File: config.mk
export PLATFORM = sky130hd
export DESIGN_NAME = wb_la_master
export DESIGN_NICKNAME = d
export VERILOG_FILES = /design/src/rtl/wb_la_master.sv
export SDC_FILE = /design/constraint.sdc
export NUM_CORES = 1
export LEC_CHECK = 0
export ABC_CLOCK_PERIOD_IN_PS = 2800
export CAP_MARGIN = 5
export CORE_MARGIN = 4
export CORE_UTILIZATION = 40
export CTS_BUF_LIST = sky130_fd_sc_hd__clkbuf_4 sky130_fd_sc_hd__clkbuf_8 sky130_fd_sc_hd__clkbuf_16
export DETAILED_ROUTE_END_ITERATION = 8
export PLACE_DENSITY = 0.76
export SLEW_MARGIN = 10
export SYNTH_ARGS = -nofsm -noshare
export SYNTH_HDL_FRONTEND = slang
export SYNTH_SLANG_ARGS = --single-unit
File: constraint.sdc
create_clock -name wb_clk_i -period 2.8 [get_ports wb_clk_i]
set_input_delay 0.56 -clock wb_clk_i [delete_from_list [all_inputs] [get_ports wb_clk_i]]
set_output_delay 0.56 -clock wb_clk_i [all_outputs]
set_load 0.01 [all_outputs]
File: src/rtl/wb_la_master.sv
// wb_la_master: Wishbone classic single-transfer initiator.
//
// Issues one read or write at a time towards the user-project Wishbone slave.
// A command handshake (cmd_valid_i/cmd_ready_o) starts a bus cycle. The cycle
// ends on the slave's ACK, or it is aborted after TIMEOUT clocks. Either way
// the result comes back as a one-cycle rsp_valid_o pulse. Saturating counters
// keep track of acked and timed-out transfers.
//
// Ports:
//   wb_clk_i, wb_rst_i       clock, synchronous active-high reset
//   cmd_*                    command: valid/ready, we, adr, dat, sel
//   rsp_valid_o/err_o/dat_o  completion pulse, timeout flag, read data
//   wbm_*                    Wishbone master signals towards the slave
//   busy_o                   bus cycle in progress
//   ok_cnt_o, err_cnt_o      acked / timed-out transfer counts (saturating)
module wb_la_master #(
    parameter int unsigned TIMEOUT = 255,
    parameter int unsigned CNT_W   = 16
) (
    input  logic             wb_clk_i,
    input  logic             wb_rst_i,
    input  logic             cmd_valid_i,
    output logic             cmd_ready_o,
    input  logic             cmd_we_i,
    input  logic [31:0]      cmd_adr_i,
    input  logic [31:0]      cmd_dat_i,
    input  logic [3:0]       cmd_sel_i,
    output logic             rsp_valid_o,
    output logic             rsp_err_o,
    output logic [31:0]      rsp_dat_o,
    output logic             wbm_cyc_o,
    output logic             wbm_stb_o,
    output logic             wbm_we_o,
    output logic [31:0]      wbm_adr_o,
    output logic [31:0]      wbm_dat_o,
    output logic [3:0]       wbm_sel_o,
    input  logic [31:0]      wbm_dat_i,
    input  logic             wbm_ack_i,
    output logic             busy_o,
    output logic [CNT_W-1:0] ok_cnt_o,
    output logic [CNT_W-1:0] err_cnt_o
);

    // Timeout counter wide enough to hold TIMEOUT; one bit when disabled.
    localparam int unsigned TW = (TIMEOUT == 0) ? 1 : $clog2(TIMEOUT + 1);
    localparam logic [TW-1:0] T_LAST = TW'((TIMEOUT == 0) ? 0 : TIMEOUT - 1);

    typedef enum logic {
        IDLE = 1'b0,
        BUS  = 1'b1
    } state_t;

    state_t            state_q;
    logic [TW-1:0]     tcnt_q;
    logic              cyc_q;
    logic              we_q;
    logic [31:0]       adr_q;
    logic [31:0]       dat_q;
    logic [3:0]        sel_q;
    logic              rsp_valid_q;
    logic              rsp_err_q;
    logic [31:0]       rsp_dat_q;
    logic [CNT_W-1:0]  ok_cnt_q;
    logic [CNT_W-1:0]  err_cnt_q;

    always_ff @(posedge wb_clk_i) begin
        if (wb_rst_i) begin
            state_q     <= IDLE;
            tcnt_q      <= '0;
            cyc_q       <= 1'b0;
            we_q        <= 1'b0;
            adr_q       <= '0;
            dat_q       <= '0;
            sel_q       <= '0;
            rsp_valid_q <= 1'b0;
            rsp_err_q   <= 1'b0;
            rsp_dat_q   <= '0;
            ok_cnt_q    <= '0;
            err_cnt_q   <= '0;
        end else begin
            rsp_valid_q <= 1'b0;
            case (state_q)
                IDLE: begin
                    // A stray ACK here is ignored on purpose.
                    if (cmd_valid_i) begin
                        we_q    <= cmd_we_i;
                        adr_q   <= cmd_adr_i;
                        dat_q   <= cmd_dat_i;
                        sel_q   <= cmd_sel_i;
                        cyc_q   <= 1'b1;
                        tcnt_q  <= '0;
                        state_q <= BUS;
                    end
                end
                BUS: begin
                    // ACK takes priority over a timeout on the same edge.
                    if (wbm_ack_i) begin
                        cyc_q       <= 1'b0;
                        rsp_valid_q <= 1'b1;
                        rsp_err_q   <= 1'b0;
                        if (!we_q)
                            rsp_dat_q <= wbm_dat_i;
                        if (ok_cnt_q != '1)
                            ok_cnt_q <= ok_cnt_q + 1'b1;
                        state_q <= IDLE;
                    end else if ((TIMEOUT != 0) && (tcnt_q == T_LAST)) begin
                        cyc_q       <= 1'b0;
                        rsp_valid_q <= 1'b1;
                        rsp_err_q   <= 1'b1;
                        rsp_dat_q   <= '0;
                        if (err_cnt_q != '1)
                            err_cnt_q <= err_cnt_q + 1'b1;
                        state_q <= IDLE;
                    end else begin
                        tcnt_q <= tcnt_q + 1'b1;
                    end
                end
                default: state_q <= IDLE;
            endcase
        end
    end

    // In IDLE the master is always ready to take a command.
    assign cmd_ready_o = (state_q == IDLE);
    assign wbm_cyc_o   = cyc_q;
    assign wbm_stb_o   = cyc_q;
    assign busy_o      = cyc_q;
    assign wbm_we_o    = we_q;
    assign wbm_adr_o   = adr_q;
    assign wbm_dat_o   = dat_q;
    assign wbm_sel_o   = sel_q;
    assign rsp_valid_o = rsp_valid_q;
    assign rsp_err_o   = rsp_err_q;
    assign rsp_dat_o   = rsp_dat_q;
    assign ok_cnt_o    = ok_cnt_q;
    assign err_cnt_o   = err_cnt_q;

endmodule
Yosys cells after proc, flatten, opt, wreduce, memory -nomap -nowiden
Index checks and enable logic that the tools add are counted.
- bits in registers: 145
- output and inout bits: 139
- word-level logic and storage cells: 53
- bitwise gates (word level): 2
- mux-type cells: 19
- add/subtract/negate cells: 3
- equal/unequal tests: 8
- reductions and logical operators: 9
- operator list (kind ; count):
    2-to-1 mux 32 bit ; 3
    adder 16 x 1 -> 16 bit, second input constant ; 2
    != test 16 bit, second input constant ; 2
    2-to-1 mux 8 bit ; 3
    case mux 8 bit (2 select lines) ; 1
    2-to-1 mux 1 bit ; 10
    AND reduction 3 bit ; 3
    adder 8 x 1 -> 8 bit, second input constant ; 1
    equality test 8 bit, second input constant ; 1
    != test 2 bit, second input constant ; 4
    AND reduction 2 bit ; 3
    case mux 1 bit (2 select lines) ; 2
    AND reduction 4 bit ; 1
    != test 3 x 2 -> 1 bit, second input constant ; 1
    NOT 1 bit ; 2
    nonzero test 2 bit ; 1
    OR reduction 2 bit ; 1

Logic depth before layout (Yosys ltp)
Gate-level depths: netlist (run 1).
- depth in word-level cells: 4
- mapped depth: 8

Worst setup path before layout (run 1)
No wires, ideal clock.
- path kind: register to register
- start: register tcnt_q[0]
- end: register err_cnt_q[9], in the netlist err_cnt_o[9]
- path slack: 0.747 ns
- clock period less this slack: 2.053 ns
- stages on the path, launching flop included: 8
- arrival: 1.932 ns
- cell sequence: dfxtp_1 inv_1 ha_1 nand3_2 or4_4 buf_6 nor4_1 mux2_2
- cells in the longest elaborated chain, start to end: 2
- ends and longest elaborated chain (element ; RTL line ; source):
    start, declared ; 54 ; logic [TW-1:0] tcnt_q;
    start signal, assigned ; 115 ; tcnt_q <= tcnt_q + 1'b1;
    equality test 8 bit ; 106 ; end else if ((TIMEOUT != 0) && (tcnt_q == T_LAST)) begin
    AND reduction 4 bit (no line) ; n/a ;
    end signal, assigned ; 112 ; err_cnt_q <= err_cnt_q + 1'b1;
    end, declared ; 64 ; logic [CNT_W-1:0] err_cnt_q;
Every way passes these cells.
A chain may end at the register's enable or synchronous reset.

Final worst setup path (run 1)
Same ends and word-level chain as after synthesis.

==> results.md, run 1 <==
* DP HPWL at 12.3 mm
* CTS buffer count at 17
* F_max at 0.452 GHz
* Met3 routed WL at 1.82 mm
* Initial Util at 41.4%
* First-pass GRT wire length at 27.8 mm
* PortBufs at 243
* Clock buffer depth at 2
* Headroom to the max-slew limit at 52.3%
* Final Util at 65.3%
* Initial antenna violation count at 0
* Nets at 986
* Skew final at 0.00403 ns
* Final Non-Filler Cells at 1064
* Die area at 0.0159 mm2
* Number of synthesized flops with an enable pin at 0
* CTS root buffer: clkbuf_16
* TritonRoute pass-1 iters at 5
* Unrepaired setup endpoints after global routing: no
* CP Class: flop to flop
* Max FO, Critical Path at 24
* Most frequent cells after synthesis: 155 x nand2_1, 145 x dfxtp_1, 102 x a21oi_1, 33 x clkbuf_1, 32 x a22o_1
* Clock transition at path regs at 0.06 ns
* Worst IR Drop VDD at 0.000426 V
* Width of the die at 126 um
* Number of antenna diodes at 0
* M1 WL at 6.64 mm
* CTS tree: built
* Worst slew pin tran at 0.705 ns
* Total number of H-tree levels at 4
* Crit share post-route at 79.0%
* Routed WL at 17.3 mm
* Area share of the largest cell type after synthesis at 52.1%
* DR top layer: met4
* Ratio of cells with drive above 1 in the final layout at 6.19%
* Post-Syn Area at 0.00557 mm2
* CP Launch Type: flop
* Io pins at 244
* Net Count, Synth at 756
* Final worst-path setup slack at 0.587 ns
* Outcome: finished clean
* Worst Path Required at 3.10 ns
* Worst-Skew Late Latency at 0.42 ns
* FF+latch count, synth at 145
* Area Growth Syn to Fin at 57.6%
* Post-CTS setup buffer count at 0
* Dpl cells at 1034
* Met2 Wirelength at 8.58 mm
* Drt drc at 0
* Filler cells at 1126
* HP Class: flop to flop
* Routed via count at 5624
* Main synth FF type: dfxtp_1
* Detailed-route wire length per cell at 16.3 um
* Place WS at 0.252 ns
* Final setup vio count at 0
* Vias in the first global route at 5490
* Pleak at 3.13 nW
* Asr flop ratio synth at 0%
* Post-synth top area cell: dfxtp_1
* Core ar. at 0.0135 mm2
* Max-cap violations at 0
* Die height at 126 um
* Syn Inst Count at 647
* Hold_buf cts at 0
* Sequential area share after synthesis at 52.1%
* Fin crit period at 2.21 ns
* Pins over their slew limit at 0
* Yosys warns at 0
* Setup TNS Final at 0 ns
* Power Total at 5.18 mW
* DRT iter0 DRCs at 496
* Synth unique cells at 43
* Area contributors post-synth: dfxtp_1 52%, nand2_1 10%, a21oi_1 9.2%
* GR Overflow Total at 0
* Avg Inst Size Synth at 8.61 um2
* Vias/cell at 5.29
* Sink Count at 145
* Most common cell in the netlist: nand2_1
* Largest net degree at the start of global routing at 51
* Worst Path Arrival at 2.52 ns
* Final count of hold timing violations at 0
* Worst setup EP type: flop
* GPL Wtd Cong at 0.809
* Total GRT Usage at 21.5%
* Cell Rows at 42
* P per Cell Area at 590 mW/mm2
* Final ANT Viol Nets at 0
* CTS resizes at 0
-- final cells by class --
class	count	area (um2)	share of cell area (%)
Inverter	7	26.3	0.299
Clock buffer	21	474	5.40
Multi-Input combinational cell	451	2480	28.2
Timing Repair Buffer	255	2520	28.7
Tap cell	176	220	2.51
Clock inverter	9	156	1.78
Sequential cell	145	2900	33.1
-- placed cells by master (no fill, tap or decap), types with 4 or more instances in the layout --
| master | synthesis | layout |
|---|---|---|
| or3_1 | 12 | 12 |
| clkdlybuf4s50_1 | 0 | 242 |
| clkbuf_16 | 0 | 17 |
| buf_4 | 3 | 13 |
| nor2_1 | 11 | 11 |
| nand4_1 | 10 | 10 |
| nor3_1 | 5 | 4 |
| a22o_1 | 32 | 32 |
| o21ai_0 | 13 | 13 |
| bufinv_16 | 0 | 4 |
| mux2_2 | 5 | 5 |
| dfxtp_1 | 145 | 145 |
| and4_1 | 6 | 6 |
| nor4_1 | 8 | 7 |
| a21oi_1 | 102 | 101 |
| or4_1 | 13 | 13 |
| nor2b_1 | 5 | 4 |
| nand2_1 | 155 | 154 |
| nand2b_1 | 5 | 5 |
| inv_1 | 7 | 7 |
| ha_1 | 4 | 4 |
| o31ai_1 | 14 | 14 |
| and3_1 | 5 | 5 |
| nand3_1 | 23 | 23 |
-- cells by family after synthesis --
group           Yosys count  synth area share (%)
compound gates          175                  19.3
xor+xnor                  1                 0.157
fa+ha+maj                 4                 0.899
buf+inv                  51                  3.84
flops                   145                  52.1
mux                       6                  1.19
simple gates            265                  22.5
-- registers in the layout, indices dropped and copies added, names as in the netlist, 4 cells and up --
signal	count
wbm_sel_o	4
wbm_adr_o	32
rsp_dat_o	32
wbm_dat_o	32
ok_cnt_o	16
err_cnt_o	16
tcnt_q	8
-- path summary, 6_finish.rpt --
| check | from | end | slack (ns) | depth (start not counted) |
|---|---|---|---|---|
| min | wbm_adr_o[27] | wbm_adr_o[27] | 0.45 | 2 |
| max | tcnt_q[0] | err_cnt_o[9] | 0.59 | 6 |
| min reg2reg | wbm_adr_o[27] | wbm_adr_o[27] | 0.45 | 2 |
| max reg2reg | tcnt_q[0] | err_cnt_o[9] | 0.59 | 6 |
-- power breakdown --
group | total [mW] | switching, mW | internal, mW
logic | 0.575 | 0.250 | 0.325
clock network | 2.41 | 0.851 | 1.56
registers | 2.19 | 0.0441 | 2.14
-- layer usage --
metal  GRT usage [%]  vias to the layer above
met5               0                        -
met4            6.31                        0
met3            10.3                       22
met2            36.5                      222
met1            24.0                     2637
li1                -                     2743
-- worst max-delay path: stages, from the launching register on --
cell and delay, ns:
dfxtp_1 0.36, inv_1 0.10, ha_1 0.19, nand3_2 0.12, or4_4 0.67, nor4_1 0.29
mux2_2 0.36
-- stage by stage --
| step | instance area (um2) | hold WS [ns] |
|---|---|---|
| CTS | 8780 | 0.454 |
| global placement | 8150 | 0.441 |
| finish | 8780 | 0.451 |
| detailed placement | 8150 | 0.446 |
| global route | 8780 | 0.478 |
| floorplan | 5570 | 0.481 |
(Power assumes the default switching activity.)
==> run 2, diff against run 1 <==
ABC_CLOCK_PERIOD_IN_PS = 1900   (was 2800)
CORE_UTILIZATION = 38   (was 40)
PLACE_DENSITY = 0.75   (was 0.76)
clock period = 1.9 ns   (was 2.8 ns; I/O delays follow)
==> results.md, run 2 (synthesis gave the netlist of run 1 again) <==
* Outcome: finished with violations (was finished clean)
* Failing checks: negative setup slack
* F_max at 0.519 GHz (was 0.452 GHz)
* Met2 Use GR at 33.4% (was 36.5%)
* Placement Cell Area at 0.00849 mm2 (was 0.00815 mm2)
* Worst r2r src: tcnt_q[0] (unchanged)
* Final Util at 65.5% (was 65.3%)
* R2r endpoint: err_cnt_o[3] (was err_cnt_o[9])
* Initial Util at 39.5% (was 41.4%)
* GPL Wtd Cong at 0.804 (was 0.809)
* Grt met3 use at 9.19% (was 10.3%)
* Final Non-Filler Cells at 1104 (was 1064)
* Vias in the first global route at 5399 (was 5490)
* Power Total at 7.78 mW (was 5.18 mW)
* Multi-input logic area at 0.00257 mm2 (was 0.00248 mm2)
* First-pass GRT wire length at 27.1 mm (was 27.8 mm)
* Worst Path Arrival at 2.27 ns (was 2.52 ns)
* TritonRoute pass-1 iters at 5 (unchanged)
* CP Class: flop to flop (unchanged)
* CTS buffer count at 17 (unchanged)
* Unrepaired setup endpoints after global routing: yes (was no)
* Reg2Reg Depth at 6 (unchanged)
* Place WS at -0.379 ns (was 0.252 ns)
* Final instance area at 0.00923 mm2 (was 0.00878 mm2)
* Largest net degree at the start of global routing at 65 (was 51)
* Vias/cell at 5.14 (was 5.29)
* Crit path to: err_cnt_o[3] (was err_cnt_o[9])
* Max FO, Critical Path at 5 (was 24)
* Family with the most delay on the worst path: simple AND/OR/NAND/NOR gates (unchanged)
* CTS root buffer: clkbuf_16 (unchanged)
* Critical path's largest stage delay at 0.60 ns (was 0.67 ns)
* GR Util met1 at 23.8% (was 24.0%)
* Final ANT Viol Nets at 0 (unchanged)
* Die area at 0.0167 mm2 (was 0.0159 mm2)
* Routed WL at 17.3 mm (about the same)
* Width of the die at 129 um (was 126 um)
* Final count of hold timing violations at 0 (unchanged)
* Initial antenna violation count at 0 (unchanged)
* Most Crowded Layer GR: met2 (unchanged)
* Dpl cells at 1068 (was 1034)
* Core ar. at 0.0141 mm2 (was 0.0135 mm2)
* Ratio of cells with drive above 1 in the final layout at 11.6% (was 6.19%)
* Drt drc at 0 (unchanged)
* Worst-Skew Late Latency at 0.41 ns (was 0.42 ns)
* Seq. cell area at 0.00291 mm2 (was 0.00290 mm2)
* Sink Count at 145 (unchanged)
* Clock transition at path regs at 0.06 ns (about the same)
* Detailed-route wire length per cell at 15.6 um (was 16.3 um)
* Commonest non-fill, non-tap cell in the layout: clkdlybuf4s50_1 (unchanged)
* Nets at 1020 (was 986)
* DP HPWL at 12.1 mm (was 12.3 mm)
* Hold_buf cts at 0 (unchanged)
* Crit path max-delay cell type: or4_4 (unchanged)
* PortBufs at 243 (unchanged)
* Number of antenna diodes at 0 (unchanged)
* Max-cap violations at 0 (unchanged)
* CP Launch Type: flop (unchanged)
* Worst slew pin tran at 0.478 ns (was 0.705 ns)
* Die height at 129 um (was 126 um)
* Crit path launch: tcnt_q[0] (unchanged)
* CTS tree: built (unchanged)
* Crit path cell chain: inv_2, ha_4, nand3_4, or4_4, or4_1, a21oi_2 (was inv_1, ha_1, nand3_2, or4_4, nor4_1, mux2_2)
* Pins over their slew limit at 0 (unchanged)
* Cell Rows at 43 (was 42)
* P per Cell Area at 843 mW/mm2 (was 590 mW/mm2)
* DRT iter0 DRCs at 355 (was 496)
* Worst setup EP type: flop (unchanged)
* GR Overflow Total at 0 (unchanged)
* Area Growth Syn to Fin at 65.7% (was 57.6%)
* Fin crit period at 1.93 ns (was 2.21 ns)
* HP Class: input port to flop (was flop to flop)
* Headroom to the max-slew limit at 68.1% (was 52.3%)
* Routed via count at 5672 (was 5624)
* Worst path depth at 6 (unchanged)
* Filler cells at 1149 (was 1126)
* Worst Path Required at 2.25 ns (was 3.10 ns)
* Total GRT Usage at 20.2% (was 21.5%)
* Crit share post-route at 101% (was 79.0%)
* Worst Path Buf+Inv at 1 (unchanged)
* Io pins at 244 (unchanged)
* Skew final at 0.00767 ns (was 0.00403 ns)
* Commonest non-fill, non-tap cells in the layout: 240 x clkdlybuf4s50_1, 154 x nand2_1, 140 x dfxtp_1 (was 242 x clkdlybuf4s50_1, 154 x nand2_1, 145 x dfxtp_1)
* Worst IR Drop VDD at 0.000661 V (was 0.000426 V)
* Final setup vio count at 1 (was 0)
* Pleak at 3.36 nW (was 3.13 nW)
* Clock buffer depth at 2 (unchanged)
* Final worst-path setup slack at -0.0259 ns (was 0.587 ns)
* R2R setup slack at -0.03 ns (was 0.59 ns)
* Total number of H-tree levels at 4 (unchanged)
## run 2: changes by cell type in the layout (fill, tap and decap cells not counted), moves of 3 or more
cell,change
nor4_1,-3
dfxtp_1,-5
buf_4,+25
buf_12,+6
dfxtp_2,+5
## run 2: power breakdown
part | switching, mW | internal, mW | leakage [nW]
Combinational | 0.376 | 0.502 | 1.86
Sequential | 0.0591 | 3.16 | 1.18
Clock | 1.30 | 2.39 | 0.321
Total | 1.73 | 6.05 | 3.36
## run 2: how the worst min path moves through the flow
| stage | from | endpoint | slack [ns] | cells after the start |
|---|---|---|---|---|
| final | wb_rst_i | err_cnt_o[3] | 0.35 | 2 |
| after CTS | wb_rst_i | err_cnt_o[5] | 0.34 | 2 |
| after detailed placement | wbm_dat_o[6] | wbm_dat_o[6] | 0.45 | 2 |
| after global routing | wb_rst_i | err_cnt_o[3] | 0.34 | 2 |
| after floorplan | tcnt_q[0] | tcnt_q[0] | 0.48 | 2 |
| after global placement | wbm_dat_o[5] | wbm_dat_o[5] | 0.44 | 2 |
## run 2: final cells by class
class	instances	share of cell area [%]
clock buffer	19	4.84
multi-input combinational	453	27.9
timing repair buffer	287	30.8
inverter	7	0.285
tap	180	2.44
clock inverter	13	2.25
sequential	145	31.5
## run 2: metrics by stage
step           TNS [ns]  hold WS [ns]
5_1_grt          -0.297         0.338
3_5_place_dp      -8.69         0.446
4_1_cts         -0.0479         0.337
6_report        -0.0259         0.354
2_1_floorplan   -0.0354         0.480
3_3_place_gp      -8.35         0.440
## run 2: routing by layer
metal  part of all wire (%)  wire (um)  up-vias
li1                       -          -     2827
met1                     40       6870     2634
met2                     50       8560      198
met3                    9.8       1690       13
met4                   0.86        149        0
met5                      0          0        -
## run 2: repair_timing
item | CTS | global route
resized for setup | 2 | 14
pin swaps | 4 | 7
buffers inserted | 1 | 1
setup endpoints to repair | 12 | 16
gates cloned | 1 | 1
==> run 3, diff against run 2 <==
SKIP_LAST_GASP = 1   (was default)
==> results.md, run 3 (synthesis gave the netlist of run 1 again) <==
* PortBufs at 243 (unchanged)
* Largest net degree at the start of global routing at 65 (unchanged)
* F_max at 0.518 GHz (was 0.519 GHz)
* DRT iter0 DRCs at 387 (was 355)
* Critical path's largest stage delay at 0.60 ns (about the same)
* Setup TNS Final at -0.0318 ns (was -0.0259 ns)
* Worst setup EP type: flop (unchanged)
* Crit path cell chain: inv_2, ha_4, nand3_4, or4_4, or4_1, a21oi_2 (unchanged)
* Detailed-route wire length per cell at 15.6 um (about the same)
* Total number of H-tree levels at 4 (unchanged)
* Total GRT Usage at 20.2% (unchanged)
* Crit path max-delay cell type: or4_4 (unchanged)
* Reg2Reg Depth at 6 (unchanged)
* Family with the most delay on the worst path: simple AND/OR/NAND/NOR gates (unchanged)
* Final ANT Viol Nets at 0 (unchanged)
* Worst r2r src: tcnt_q[0] (unchanged)
* Final worst-path setup slack at -0.0287 ns (was -0.0259 ns)
* Nets at 1020 (unchanged)
* Multi-input logic area at 0.00258 mm2 (was 0.00257 mm2)
* First-pass GRT wire length at 27.1 mm (unchanged)
* P per Cell Area at 843 mW/mm2 (about the same)
* HP Class: input port to flop (unchanged)
* Number of antenna diodes at 0 (unchanged)
* Skew final at 0.00770 ns (was 0.00767 ns)
* Outcome: finished with violations (unchanged)
* Ratio of cells with drive above 1 in the final layout at 11.6% (unchanged)
* GPL Wtd Cong at 0.804 (unchanged)
* Worst Path Arrival at 2.28 ns (was 2.27 ns)
* Core ar. at 0.0141 mm2 (unchanged)
* Pins over their slew limit at 0 (unchanged)
* R2R setup slack at -0.03 ns (about the same)
* Width of the die at 129 um (unchanged)
* Vias in the first global route at 5394 (was 5399)
* Routed WL at 17.2 mm (was 17.3 mm)
* Crit share post-route at 102% (was 101%)
* Max-cap violations at 0 (unchanged)
* Commonest non-fill, non-tap cells in the layout: 240 x clkdlybuf4s50_1, 154 x nand2_1, 141 x dfxtp_1 (was 240 x clkdlybuf4s50_1, 154 x nand2_1, 140 x dfxtp_1)
* Die height at 129 um (unchanged)
* Final count of hold timing violations at 0 (unchanged)
* Die area at 0.0167 mm2 (unchanged)
* Seq. cell area at 0.00291 mm2 (about the same)
* DP HPWL at 12.1 mm (unchanged)
* CTS buffer count at 17 (unchanged)
* R2r endpoint: err_cnt_o[3] (unchanged)
* Power Total at 7.78 mW (about the same)
* CTS root buffer: clkbuf_16 (unchanged)
* Routed via count at 5635 (was 5672)
* Cell Rows at 43 (unchanged)
* Io pins at 244 (unchanged)
* Drt drc at 0 (unchanged)
* Failing checks: negative setup slack (unchanged)
* Hold Crit Depth at 2 (unchanged)
* Initial Util at 39.5% (unchanged)
* Vias/cell at 5.10 (was 5.14)
* CTS tree: built (unchanged)
* Pleak at 3.36 nW (about the same)
* CP Class: flop to flop (unchanged)
* Worst Path Required at 2.25 ns (about the same)
* Headroom to the max-slew limit at 67.3% (was 68.1%)
* Filler cells at 1150 (was 1149)
* TritonRoute pass-1 iters at 4 (was 5)
* Area Growth Syn to Fin at 65.7% (about the same)
* Clock transition at path regs at 0.06 ns (about the same)
* CP Launch Type: flop (unchanged)
* Worst-Skew Late Latency at 0.41 ns (about the same)
* Initial antenna violation count at 0 (unchanged)
* Sink Count at 145 (unchanged)
* Worst Path Buf+Inv at 1 (unchanged)
* Hold path startpoint: wb_rst_i (unchanged)
* Clock buffer depth at 2 (unchanged)
* Hold path endpoint: err_cnt_o[3] (unchanged)
* Unrepaired setup endpoints after global routing: yes (unchanged)
* Final Util at 65.5% (about the same)
* Final setup vio count at 2 (was 1)
* GR Overflow Total at 0 (unchanged)
* Max FO, Critical Path at 5 (unchanged)
* Commonest non-fill, non-tap cell in the layout: clkdlybuf4s50_1 (unchanged)
* Worst path depth at 6 (unchanged)
* Fin crit period at 1.93 ns (about the same)
* Worst slew pin tran at 0.490 ns (was 0.478 ns)
* Worst IR Drop VDD at 0.000661 V (about the same)
==> run 3: power breakdown <==
group          switching, mW  total [mW]  internal (mW)  leakage (nW)
sequential            0.0591        3.22           3.16          1.18
clock                   1.30        3.68           2.39         0.321
combinational          0.376       0.878          0.502          1.86
total                   1.73        7.78           6.05          3.36
==> run 3: area by class of cell <==
class | instances | share of cell area (%)
flip-flops and latches | 145 | 31.5
repair buffers | 287 | 30.8
multi-input cells | 453 | 27.9
clock buffers | 19 | 4.84
well taps | 180 | 2.44
clock inverters | 13 | 2.25
inverters | 7 | 0.285
==> run 3: stage by stage <==
step                      instances  hold slack (ns)  worst slack [ns]  instance area [um2]
after floorplan                 647            0.480           -0.0178                 5610
after global placement         1068            0.440            -0.347                 8490
after detailed placement       1068            0.446            -0.379                 8490
after CTS                      1102            0.337           -0.0474                 9160
after global routing           1104            0.342           -0.0795                 9230
final                          1104            0.350           -0.0287                 9230
==> run 3: worst max path at each step <==
stage              start             to  slack (ns)
6_report       tcnt_q[0]   err_cnt_o[3]       -0.03
3_3_place_gp   wbm_ack_i   err_cnt_o[1]       -0.35
3_5_place_dp   wbm_ack_i   err_cnt_o[3]       -0.38
5_1_grt        tcnt_q[0]   err_cnt_o[3]       -0.08
2_1_floorplan  tcnt_q[0]  err_cnt_o[10]       -0.02
4_1_cts        tcnt_q[0]   err_cnt_o[3]       -0.05
==> run 3: repair_timing <==
item                                    in CTS  in global routing
hold buffers                                 0                  0
endpoints found under the setup margin      12                 18
setup buffers                                1                  1
gates cloned                                 1                  1
pin swaps                                    1                  9
resized for setup                            2                 14
==> run 3: routing by layer <==
metal	GRT usage, %	share of wire [%]	wire length [um]	vias up
li1	-	-	-	2828
met3	9.19	10	1760	10
met4	5.68	0.81	139	0
met5	0	0	0	-
met2	33.4	50	8650	199
met1	23.8	39	6700	2598
==> RTL change 1, RTL diff (flow settings as in run 2) <==
Make the reset (`wb_rst_i`) asynchronous in one clocked block. Comments in the files are not updated.
--- a/src/rtl/wb_la_master.sv
+++ b/src/rtl/wb_la_master.sv
@@ -64,5 +64,5 @@
     logic [CNT_W-1:0]  err_cnt_q;
 
-    always_ff @(posedge wb_clk_i) begin
+    always_ff @(posedge wb_clk_i or posedge wb_rst_i) begin
         if (wb_rst_i) begin
             state_q     <= IDLE;
Check against the original RTL: differs if wb_rst_i is asserted again (counterexample within 4 cycles, from zero or initial values and one cycle with wb_rst_i high); with wb_rst_i held inactive, the same outputs for 4 cycles.
==> RTL change 1 against run 2 <==
Final area up 4.3%; clock skew increased by 3.4 ps; routed wire length decreased by 1.3%; sequential cell count unchanged; area after synthesis is 12% higher; setup slack improved by 86 ps; sequential share of layout area rose by 6.2 points; critical endpoint is now err_cnt_o[6]; global-route usage down 1.8 points; count of clock-buffer cells in the layout grew 2.
Power is not compared: it rests on default switching activity, and its combinational part moved more than twofold at a synthesized area within 25%.
==> RTL change 1: results (changes against run 2) <==
Run status
  – Status: finished, final reports clean (was finished with violations)

Critical path
  – Worst R2R End: err_cnt_o[10] (was err_cnt_o[3])
  – Worst path max stage delay: between 500 and 600 ps
  – Critical path data arrival time: 1460 ps (was 2270 ps)
  – Top cell family by delay on the critical path: buffers and inverters (was simple AND/OR/NAND/NOR gates)
  – WP buf/inv: 1 (unchanged)
  – FF-to-FF path depth: 6 (unchanged)
  – Crit-path slowest cell: clkdlybuf4s50_1 (was or4_4)
  – R2r setup slk: 140 ps (was -30 ps)
  – Worst Path Max Fanout: 5 (unchanged)
  – Worst r2r src: tcnt_q[0] (unchanged)

Place
  – Placer congestion estimate: 0.840 (was 0.804)
  – Dpl ws: -145 ps (was -379 ps)
  – HPWL Detailed: 12.5 mm (was 12.1 mm)
  – Number of I/O port buffers: 243 (unchanged)

Clock tree
  – Worst-case clock buffer depth: 2 (unchanged)
  – CTS HTree Levels: 4 (unchanged)
  – Post-CTS Setup Bufs: 0 (was 1)
  – Root buffer cell: clkbuf_16 (unchanged)
  – Clock Pin Slew Worst Setup and Hold Paths: 60 ps (about the same)
  – Cts bufs inserted: 17 (unchanged)

Finish
  – Fill count: 1365 (was 1149)
  – Non-Filler Instances: 1127 (was 1104)
  – Layout cells sized above 1: 0.0845 (was 0.116)
  – # diodes: 0 (unchanged)
  – Final #Nets: 1007 (was 1020)

Yosys
  – Cells after Synth: 643 (was 647)
  – Yosys cell types: 44 (was 43)
  – Syn nets: 752 (was 756)
  – Post-synth top cells: nand2_1 (255), dfrtp_1 (145), inv_1 (39) (was nand2_1 (155), dfxtp_1 (145), a21oi_1 (102))
  – Synth top area cells: dfrtp_1 (58%), nand2_1 (15%), mux2i_1 (5.3%), inv_1 (2.4%), xnor2_1 (2.3%) (was dfxtp_1 (52%), nand2_1 (10%), a21oi_1 (9.2%), a22o_1 (5.0%), clkbuf_1 (2.2%))
  – Share of flip-flops with an asynchronous set or reset: 1.00 (was 0)
  – Post-synthesis sequential area ratio: 0.584 (was 0.521)
  – Top FF cell, synth: dfrtp_1 (was dfxtp_1)

Drt
  – DRT iter0 DRCs: 201 (was 355)
  – Final wirelength: 17.0 mm (was 17.3 mm)
  – Vias per cell: 4.64 (was 5.14)
  – TritonRoute pass-1 iters: 4 (was 5)

Global route
  – Met1 usage: 0.218 (was 0.238)
  – Vias in the first global route: 5311 (was 5399)
  – Initial antenna violation count: 0 (unchanged)
  – Met2 Use GR: 0.300 (was 0.334)
  – Met3 global-route usage: 0.0836 (was 0.0919)
  – Largest net degree at the start of global routing: 82 (was 65)
  – Total GRT Usage: 0.185 (was 0.202)
  – First-pass GRT wire length: 26.9 mm (was 27.1 mm)

Pwr
  – Max rail drop VDD: 0.627 mV
  – Leak: about 4.7 nW

Worst hold path
  – Hold Path Class: in2async (was in2reg)

STA
  – Clock skew: 11.0 ps (was 7.67 ps)
  – Hold Vio Cnt, Final: 0 (unchanged)
  – Max-slew headroom: 0.699 (was 0.681)
-- RTL change 1: cell count changes after synthesis, sizes merged, moves of 8 or more --
cell,before,now
xor2,1,12
clkbuf,33,23
xnor2,0,16
or4,14,1
nand2,155,255
o31ai,14,1
dfxtp,145,0
mux2i,1,33
or3,12,0
a21oi,102,5
dfrtp,0,145
nor3,5,13
a22o,32,0
inv,7,39
-- RTL change 1: area by class of cell --
| class | instances | area share |
|---|---|---|
| inverter | 39 | 0.0156 |
| tap | 216 | 0.0281 |
| sequential | 145 | 0.377 |
| clock buffer | 21 | 0.0493 |
| multi-input combinational | 429 | 0.242 |
| timing repair buffer | 266 | 0.277 |
| clock inverter | 11 | 0.0107 |
-- RTL change 1: kinds of logic (layout without fill, tap and decap cells) --
logic type / after synthesis / in the layout / share of synthesized area
AO/OA/AOI/OAI: 25 / 25 / 0.0262
XOR/XNOR: 28 / 28 / 0.0394
adder cells (fa/ha/maj): 4 / 4 / 0.00805
buffers and inverters: 69 / 337 / 0.0453
flip-flops: 145 / 145 / 0.584
multiplexers: 37 / 37 / 0.0604
AND/OR/NAND/NOR: 335 / 335 / 0.237
-- RTL change 1: per-stage QoR --
step	hold WS [ps]	total power [W]	area (µm²)
final	434	0.0103	9620
after global routing	465	0.0109	9620
after CTS	452	0.0105	9620
after detailed placement	461	0.00717	9040
after global placement	456	0.00708	9040
after floorplan	483	0.00529	6220
-- RTL change 1: worst max path at each step --
stage                             from      endpoint  slack (ps)
after floorplan               wb_rst_i        busy_o        -300
after global placement       wbm_ack_i  err_cnt_o[3]         -60
after detailed placement     wbm_ack_i  err_cnt_o[3]        -150
after CTS                 err_cnt_o[5]  err_cnt_o[5]          30
after global routing      err_cnt_o[6]  err_cnt_o[6]          20
final                     err_cnt_o[6]  err_cnt_o[6]          60
-- RTL change 1: routing by layer --
metal	up-vias	share of wire
li1	2561	-
met1	2459	0.40
met2	185	0.48
met3	26	0.098
met4	0	0.019
met5	-	0
-- RTL change 1: timing repair --
| item | CTS | global route |
|---|---|---|
| setup endpoints to repair | 1 | 2 |
| resized for setup | 2 | 2 |
| cloned | 0 | 0 |
| hold buffers | 0 | 0 |
| pin swaps | 0 | 0 |
-- RTL change 1: power by group --
part / total (W) / leakage, nW / internal, W / switching, W
registers: 0.00415 / 1.83 / 0.00373 / 0.000427
clock network: 0.00324 / 0.280 / 0.00193 / 0.00131
logic: 0.00292 / 2.54 / 0.00166 / 0.00127
==> RTL change 2, RTL diff (settings of run 2) <==
Without the edit above. The parameter `CNT_W` goes from 16 to 24.
--- a/src/rtl/wb_la_master.sv
+++ b/src/rtl/wb_la_master.sv
@@ -16,5 +16,5 @@
 module wb_la_master #(
     parameter int unsigned TIMEOUT = 255,
-    parameter int unsigned CNT_W   = 16
+    parameter int unsigned CNT_W   = 24
 ) (
     input  logic             wb_clk_i,
Ports: changed (resized err_cnt_o and ok_cnt_o); port bits go from 244 to 260. No check against the original RTL was run, so the function may have changed too.
==> RTL change 2 against run 2 <==
Final cell count grew 20%; final area grew 17%; hold slack gained 4.3 ps; setup slack gained 86 ps; area after synthesis grew 23%; sequential cell count grew 16; critical path type unchanged; routed wire length grew 20%; power grew 3.6%.
==> RTL change 2: results (changes against run 2) <==
Run status
  – Status: finished, final reports clean (was finished with violations)

Critical path
  – Crit-path slowest cell: mux2_2 (was or4_4)
  – R2r setup slk: 60 ps (was -30 ps)
  – Worst Path Max Fanout: 7 (was 5)
  – Worst path max stage delay: 360 ps (was 600 ps)
  – Critical path data arrival time: 2150 ps (was 2270 ps)
  – CP endpoint: err_cnt_o[7] (was err_cnt_o[3])
  – FF-to-FF path depth: 7 (was 6)

STA
  – Clock skew: 11.1 ps (was 7.67 ps)
  – Min Tclk post-route: 1840 ps (was 1930 ps)

Yosys
  – Mux contribution to synthesized area: 0.0728 (was 0.0119)
  – Compound-cell area share of the yosys netlist: 0.155 (was 0.193)
  – Synth top area cells: dfxtp_1 (47%), nand2_1 (9.0%), a21oi_1 (6.9%), mux2_2 (5.9%), a22o_1 (4.1%) (was dfxtp_1 (52%), nand2_1 (10%), a21oi_1 (9.2%), a22o_1 (5.0%), clkbuf_1 (2.2%))
  – Post-synthesis sequential area ratio: 0.470 (was 0.521)
  – Yosys cell types: 47 (was 43)
  – Cells after Synth: 786 (was 647)
  – Post-synth top cells: nand2_1 (165), dfxtp_1 (161), a21oi_1 (94) (was nand2_1 (155), dfxtp_1 (145), a21oi_1 (102))
  – Xor/xnor share of the synthesized area: 0 (was 0.00157)
  – Syn nets: 895 (was 756)

Clock tree
  – CTS resizes: 5 (was 2)
  – Worst-case clock buffer depth: 2 (unchanged)
  – Post-CTS Setup Bufs: 0 (was 1)

Place
  – Placer congestion estimate: 0.808 (was 0.804)
  – Cell count after placement: 1289 (was 1068)
  – Number of I/O port buffers: 259 (was 243)
  – Dpl ws: -403 ps (was -379 ps)

Global route
  – Initial antenna violation count: 0 (unchanged)
  – Vias in the first global route: 6427 (was 5399)
  – Met3 global-route usage: 0.0796 (was 0.0919)
  – First-pass GRT wire length: 32.4 mm (was 27.1 mm)
  – Largest net degree at the start of global routing: 57 (was 65)
  – Met2 Use GR: 0.320 (was 0.334)
  – Total GRT Usage: 0.196 (was 0.202)
  – Met1 usage: 0.236 (was 0.238)

Pwr
  – Max rail drop VDD: 0.599 mV (was 0.661 mV)
  – Leak: 4.16 nW (was 3.36 nW)

Finish
  – Final core occ: 0.618 (was 0.655)
  – Layout cells sized above 1: 0.167 (was 0.116)
  – Fill count: 1488 (was 1149)
  – Final #Nets: 1192 (was 1020)

Drt
  – Vias: 6691 (was 5672)
  – Final wirelength: 20.7 mm (was 17.3 mm)
  – M1 WL: 8.54 mm (was 6.87 mm)
  – Drt wl/cell: 15.6 µm (about the same)
  – DRT iter0 DRCs: 291 (was 355)
## RTL change 2: area by class of cell
cell class,instances,share of cell area
multi-input cells,554,0.312
clock buffers,20,0.0426
clock inverters,11,0.0141
inverters,11,0.00382
repair buffers,338,0.303
well taps,225,0.0261
diodes,1,0.000232
flip-flops and latches,161,0.299
## RTL change 2: where the power goes
part | total (W) | internal [W] | switching, W | leakage, nW
Combinational | 0.000932 | 0.000525 | 0.000407 | 2.55
Sequential | 0.00356 | 0.00350 | 0.0000654 | 1.31
Clock | 0.00357 | 0.00216 | 0.00141 | 0.293
## RTL change 2: worst min-delay path by stage
stage | to | slack (ps) | depth (start not counted)
detailed placement | wbm_adr_o[5] | 450 | 2
global placement | wbm_dat_o[28] | 440 | 2
CTS | tcnt_q[1] | 340 | 2
finish | tcnt_q[1] | 360 | 2
global route | tcnt_q[1] | 350 | 2
floorplan | tcnt_q[5] | 450 | 2
